$ cat src/rtl/johnson_phase_monitor.sv
// johnson_phase_monitor: synchronises an 8-phase Johnson bus, checks each step, measures step period, counts revolutions
// Ports:
//   clk, reset      clock; asynchronous active-high reset
//   phase_in[7:0]   Johnson phase bus, asynchronous to clk
//   clear_err       clears err_seq, err_timeout and err_count (an error on the same edge still wins)
//   locked          lock FSM is in LOCKED
//   step_pulse      one-cycle pulse per change of the synchronised bus
//   rev_pulse       valid step into 0x00 while locked
//   rev_count       revolutions counted while locked, wraps
//   step_period     clk cycles between the last two steps, saturating
//   period_valid    step_period is trustworthy (high only while locked)
//   err_seq         sticky: invalid step while locked
//   err_timeout     sticky: no step for TIMEOUT cycles while acquiring or locked
//   err_count       errors flagged while locked, saturates at 255
//   dir             direction of the last valid step, 1 = reverse
// Define PHASE_MON_REVERSE_EN to also accept predecessor steps; without it dir is tied to 0.
module johnson_phase_monitor #(
  parameter int SYNC_STAGES = 2,
  parameter int LOCK_STEPS  = 16,
  parameter int TIMEOUT     = 1023,
  parameter int PERIOD_W    = 16,
  parameter int REV_W       = 16
) (
  input  logic                clk,
  input  logic                reset,
  input  logic [7:0]          phase_in,
  input  logic                clear_err,
  output logic                locked,
  output logic                step_pulse,
  output logic                rev_pulse,
  output logic [REV_W-1:0]    rev_count,
  output logic [PERIOD_W-1:0] step_period,
  output logic                period_valid,
  output logic                err_seq,
  output logic                err_timeout,
  output logic [7:0]          err_count,
  output logic                dir
);
  localparam logic [1:0] UNLOCKED = 2'd0;
  localparam logic [1:0] ACQUIRE  = 2'd1;
  localparam logic [1:0] LOCKED   = 2'd2;
  localparam logic [PERIOD_W-1:0] IDLE_MAX = '1;
  localparam logic [PERIOD_W-1:0] IDLE_TO  = PERIOD_W'(TIMEOUT);
  localparam logic [7:0] GOOD_LOCK = 8'(LOCK_STEPS);
  logic [SYNC_STAGES-1:0][7:0] sync;
  logic [7:0] s, prev, succ;
  logic [PERIOD_W-1:0] idle, idle_inc;
  logic [7:0] good, good_n;
  logic [1:0] state, state_n;
  logic step, fwd, bwd, valid, timeout, set_seq, set_to, rev_hit, inc;
  // Johnson codes are a run of ones anchored at bit 0 or at bit 7 (0x00 and 0xFF are both)
  function automatic logic johnson_ok(input logic [7:0] x);
    return ((x & (x + 8'd1)) == 8'd0) || ((~x & (~x + 8'd1)) == 8'd0);
  endfunction
  assign s        = sync[SYNC_STAGES-1];
  assign succ     = {prev[6:0], ~prev[7]};
  assign step     = s != prev;
  assign fwd      = step && johnson_ok(prev) && s == succ;
  assign valid    = fwd || bwd;
  assign timeout  = !step && idle == IDLE_TO;
  assign idle_inc = idle == IDLE_MAX ? idle : idle + 1'b1;
  assign inc      = state == LOCKED && (set_seq || set_to);
`ifdef PHASE_MON_REVERSE_EN
  logic [7:0] pred;
  assign pred = {~prev[0], prev[7:1]};
  assign bwd  = step && johnson_ok(prev) && s == pred;
  always_ff @(posedge clk or posedge reset)
    if (reset) dir <= 1'b0;
    else if (valid) dir <= bwd;
`else
  assign bwd = 1'b0;
  assign dir = 1'b0;
`endif
  always_comb begin
    state_n = state;
    good_n  = good;
    set_seq = 1'b0;
    set_to  = 1'b0;
    rev_hit = 1'b0;
    case (state)
      UNLOCKED: if (step && johnson_ok(s)) begin
        state_n = ACQUIRE;
        good_n  = '0;
      end
      ACQUIRE: if (valid) begin
        good_n  = good + 8'd1;
        state_n = good_n == GOOD_LOCK ? LOCKED : ACQUIRE;
      end else if (step || timeout) begin
        state_n = UNLOCKED;
        set_to  = timeout;
      end
      LOCKED: if (valid) rev_hit = s == 8'h00;
      else if (step || timeout) begin
        state_n = UNLOCKED;
        set_seq = step;
        set_to  = timeout;
      end
      default: state_n = UNLOCKED;
    endcase
  end
  always_ff @(posedge clk or posedge reset)
    if (reset) begin
      sync         <= '0;
      prev         <= '0;
      idle         <= '0;
      good         <= '0;
      state        <= UNLOCKED;
      step_pulse   <= 1'b0;
      step_period  <= '0;
      locked       <= 1'b0;
      period_valid <= 1'b0;
      rev_pulse    <= 1'b0;
      rev_count    <= '0;
      err_seq      <= 1'b0;
      err_timeout  <= 1'b0;
      err_count    <= '0;
    end else begin
      sync         <= {sync[SYNC_STAGES-2:0], phase_in};
      prev         <= s;
      step_pulse   <= step;
      idle         <= step ? '0 : idle_inc;
      if (step) step_period <= idle_inc;
      state        <= state_n;
      good         <= good_n;
      locked       <= state_n == LOCKED;
      period_valid <= state_n == LOCKED;
      rev_pulse    <= rev_hit;
      rev_count    <= rev_count + REV_W'(rev_hit);
      err_seq      <= set_seq || (err_seq && !clear_err);
      err_timeout  <= set_to || (err_timeout && !clear_err);
      err_count    <= clear_err ? {7'd0, inc} : err_count + 8'(inc && err_count != 8'hFF);
    end
endmodule

$ cat config.mk
export PLATFORM = sky130hd
export DESIGN_NAME = johnson_phase_monitor
export DESIGN_NICKNAME = d
export VERILOG_FILES = /design/src/rtl/johnson_phase_monitor.sv
export SDC_FILE = /design/constraint.sdc
export NUM_CORES = 1
export LEC_CHECK = 0
export CAP_MARGIN = 20
export CORE_MARGIN = 2
export CORE_UTILIZATION = 35
export DETAILED_ROUTE_END_ITERATION = 12
export MAX_ROUTING_LAYER = met4
export PLACE_DENSITY = 0.65
export RECOVER_POWER = 25
export REMOVE_ABC_BUFFERS = 1
export SLEW_MARGIN = 30
export SYNTH_ARGS = -nofsm -noshare
export SYNTH_HDL_FRONTEND = slang
export SYNTH_SLANG_ARGS = --single-unit
export TNS_END_PERCENT = 5
$ cat constraint.sdc
create_clock -name clk -period 3.7 [get_ports clk]
set_clock_uncertainty 0.1 [all_clocks]
set_input_delay 0.555 -clock clk [delete_from_list [all_inputs] [get_ports clk]]
set_output_delay 0.555 -clock clk [all_outputs]
set_load 0.005 [all_outputs]
---- Yosys cells after proc, flatten, opt, wreduce, memory -nomap -nowiden ----
Index checks and enable logic that the tools add are counted.
cells by class
  bitwise gates (word level) .............. 7
  add/sub/neg operators ................... 8
  reductions and logical operators ........ 25
  equal/unequal tests ..................... 11
  multiplexer cells ....................... 20
operator list
  cell                                                    number
  adder 8 x 1 -> 8 bit (second input constant)            5
  logical NOT 8 bit                                       5
  AND 8 bit                                               4
  two-way mux 16 bit                                      2
  two-way mux 8 bit                                       3
  adder 16 x 1 -> 16 bit                                  1
  adder 16 x 1 -> 16 bit (second input constant)          1
  equality test 16 x 10 -> 1 bit (second input constant)  1
  equality test 16 bit (second input constant)            1
  inverter 8 bit                                          2
  case mux 8 bit (2 select lines)                         1
  two-way mux 2 bit                                       5
  adder 8 x 1 -> 8 bit                                    1
  equality test 8 x 5 -> 1 bit (second input constant)    1
  equality test 8 bit                                     1
  logical AND 1 bit                                       8
  two-way mux 1 bit                                       8
  != test 8 bit                                           1
  != test 8 bit (second input constant)                   1
  logical OR 1 bit                                        6
  case mux 2 bit (3 select lines)                         1
  equality test 2 bit (second input constant)             2
  != test 2 bit (second input constant)                   2
  AND reduction 3 bit                                     1
  other kinds (6)                                         7
word-level totals
  word-level logic and storage cells ...... 85
  output and inout bits ................... 47
  register bits after elaboration ......... 95

---- Longest topological paths before layout ----
  word-level depth ........................ 14
  mapped depth ............................ 14
  mapped depth without buffers ............ 12

---- Least setup slack after synthesis ----
No wires, ideal clock.
  path type ............................... flip-flop to flip-flop
  from .................................... reg sync (netlist bit s[5])
  to ...................................... reg rev_count[12]
  required time ........................... 3.521 ns
  arrival ................................. 2.850 ns
  setup time .............................. 0.079 ns
  period minus slack after synthesis ...... 3.029 ns
  setup slack ............................. 0.671 ns
  stages on the path, launching flop included .. 14
  path through ............................ dfrtp_1 buf_6 or3_1 a211o_1 a22oi_2 and3_1 buf_4 and4_2 ha_1 ha_1 nand3_1 or2_2 nor2_1 xor2_1
between the ends
  cells in the longest elaborated chain, start to end .. 6
  elaborated cells on any way between the ends .. 8
  those cells by class .................... add/sub (1); eq/ne (2); mux (2); reduce/logical (3)
RTL lines
  what                            line  source
  from (decl)                     45    logic [SYNC_STAGES-1:0][7:0] sync;
  from (signal assigned)          118   sync <= {sync[SYNC_STAGES-2:0], phase_in};
  != test 8 bit                   57    assign step = s != prev;
  logical AND 1 bit (2 in a row)  58    assign fwd = step && johnson_ok(prev) && s == succ;
  two-way mux 1 bit (*)           92    LOCKED: if (valid) rev_hit = s == 8'h00;
  two-way mux 1 bit (*)           80    case (state)
  net rev_hit                     50    logic step, fwd, bwd, valid, timeout, set_seq, set_to, rev_hit, inc;
  adder 16 x 1 -> 16 bit (*)      128   rev_count <= rev_count + REV_W'(rev_hit);
  to (signal assigned)            128
  to (decl)                       31    output logic [REV_W-1:0] rev_count,
Mark *: on every way through the listed nets, which the timed path passes. The rest lies on a longest branch.
A chain may end at the register's enable or synchronous reset.

---- Worst setup path after layout ----
Same ends and word-level chain as after synthesis.

==> results.toml <==
[run_status]
outcome = "complete, but fails checks"
violations = "max-capacitance violations, max-slew violations"

[synth]
syn_avg_cell_area_um2 = 10.4
synthFlopType = "dfrtp_1"
ys_ff_latch = 95
synth_top_area_frac = 0.543
synth_edf_count = 0
yosysUniqueCellTypes = 57
syn_area_um2 = 4380
ys_async_sr_fraction = 1.00
syn_inst = 421
yosys_warnings = 0
yosysSeqAreaShare = 0.543
yosysTopAreaCell = "dfrtp_1"
synthTopCellsByArea = "dfrtp_1 54%, nor2_1 5.4%, xor2_1 4.8%, xnor2_1 3.8%, ha_1 3.1%"

[timing]
slew_headroom = -0.236
slew_violations = 43
hold_violations = 0
finalSetupViolCount = 0
fin_setup_tns_ps = 0
period_share = 0.896
max_freq_ghz = 0.302
tightest_slew_ps = 1840
period_minus_slack_ps = 3320
rsz0062_at_grt = "no"

[power]
power_frac_seq = 0.503
p_clk_frac = 0.416
peakVddDrop_mv = 0.175
pwr-share-comb = 0.081
p_switching_uw = 554
swShare = 0.258
power-per-cell-area_nw_per_um2 = 400
p_leak_nw = 2.38
intPower_mw = 1.59

[drt]
first_pass_iters = 4
drtIter0Drc = 122
drcViolationCount = 0
vias_per_cell = 4.86
wire_per_inst_um = 13.4
drt_wl_total_um = 8700
antenna_left = 0
via_count = 3143

[layout]
area_growth_pct = 22.8
layout_common_cells = "95 x dfrtp_1, 63 x nor2_1, 47 x clkdlybuf4s50_1"
layout-drive-gt1-share = 0.0731
num-nets-final = 496
instances_no_fill = 647
n_antenna_cell = 0
final_util = 0.444
final_common_cell = "dfrtp_1"

[worst_setup_path]
critPathLaunch = "s[5]"
required_ps = 3870
start_kind = "flop"
crit_family = "simple AND/OR/NAND/NOR gates"
cpPeakStageDelay_ps = 480
cpMostUsedCell = "ha_1"
cp-end-kind = "flop"
crit_fanout = 10
critPathBufInv = 0
cp_slowest_cell = "dfrtp_1"
timing.rr.start = "s[5]"
criticalPathCategory = "reg -> reg"
crit_chain = "or3_1, a211o_1, a22oi_2, and3_1, and4_2, ha_1, ha_1, nand3_1, or2_2, nor2_1, xor2_1"
critPathArrivalTime_ps = 3490

[placement]
place_congestion = 0.810
portBuffers = 56
post-dp-hpwl_um = 6140
placedCellCount = 631

[clock_network]
cts_root_buf = "clkbuf_16"
cts_hold_buf = 0
tritoncts = "done"
numCtsBuffers = 9
cts.sinks = 95
worstSkewPairLatency_ps = 350
cts.clk_slew.worst_paths_ps = 70
cts_buffer_depth = 2
cts_htree_levels = 3
ctsResizeCount = 0
postCtsSetupBuffers = 0

[global_route]
grt_pass1_vias = 3140
grt.total_usage = 0.146
grt_pass1_wl_um = 15100
antenna_found_initial = 0
grt_max_degree = 54
overflow = 0

[die]
coreArea_um2 = 12100
dieArea_um2 = 13400
io-pin-count = 58
initial_utilization = 0.361
placementRows = 40
die_y_um = 116
die_w_um = 116

[job]
cap_violations = 1

[min_path]
hp-start = "sync[0]"
min_path_type = "reg -> reg"
==> logic make-up after synthesis <==
kind of cell    Yosys count  share of synthesized area
simple gates            167                      0.193
flops                    95                      0.543
compound gates           68                      0.100
xor+xnor                 43                     0.0860
buf+inv                  31                     0.0340
fa+ha+maj                11                     0.0314
mux                       5                     0.0114
other cells               1                   0.000857
==> cell usage after synthesis (2+ instances only) <==
master    instances
a211o_1           2
a211oi_1          5
a21o_1            4
a21oi_1          20
a22o_1            2
a31oi_1           2
and2_1            3
and2_2            2
and3_1           11
buf_2             5
buf_4             5
clkbuf_1          6
dfrtp_1          95
ha_1             11
inv_1            13
mux2i_1           5
nand2_1          32
nand2b_1          2
nand3_1          15
nand4_1           9
nand4_2           2
nor2_1           63
nor2b_1           3
nor3_1            3
nor3_2            2
nor3b_1           4
nor4_1            2
nor4_2            2
o211ai_1          2
o21ai_0          15
o21ai_1           5
or3_1             3
xnor2_1          19
xor2_1           24
==> sequential cells by signal, indices dropped and copies added (netlist names), 2 cells and up <==
register,flops
sync,8
err_count,8
s,8
good,8
step_period,16
rev_count,16
state,2
idle,16
prev,8
==> metrics by stage <==
stage	hold slack (ps)	total power [mW]	instance area, um^2	setup WS (ps)
final	250	2.15	5380	385
after global routing	258	2.25	5380	121
after CTS	251	2.18	5380	363
after detailed placement	235	1.28	5090	362
after global placement	233	1.27	5090	479
after floorplan	231	1.22	4280	568
==> power groups by stage <==
stage / Combinational [mW] / Clock [mW] / Sequential (mW)
2_1_floorplan: 0.129 / 0 / 1.09
3_3_place_gp: 0.174 / 0 / 1.10
3_5_place_dp: 0.177 / 0 / 1.10
4_1_cts: 0.178 / 0.919 / 1.08
5_1_grt: 0.199 / 0.963 / 1.08
6_report: 0.174 / 0.894 / 1.08
==> area by class of cell <==
class                      instances  area (um^2)
clock buffer                       9          225
clock inverter                     7         61.3
fill                            1181         6740
inverter                          14         53.8
multi-input combinational        295         1850
sequential                        95         2380
tap                              168          210
timing repair buffer              59          596
==> routing by layer <==
layer  vias up  track usage  routed length [um]
met5         -            -                   0
met2        52        0.227                4120
li1       1547            -                   -
met4         0       0.0548                 146
met1      1535        0.187                4080
met3         9       0.0350                 352
==> path summary, 6_finish.rpt <==
path                       cells after the start  slack [ps]            end
min reg2reg                                    0         250           s[0]
max reg2reg                                   11         380  rev_count[12]
min in group asynchronous                      2        1020     step_pulse
min                                            0         250           s[0]
max                                           11         380  rev_count[12]
max in group asynchronous                      3        1550   err_count[3]
(Power assumes the default switching activity.)
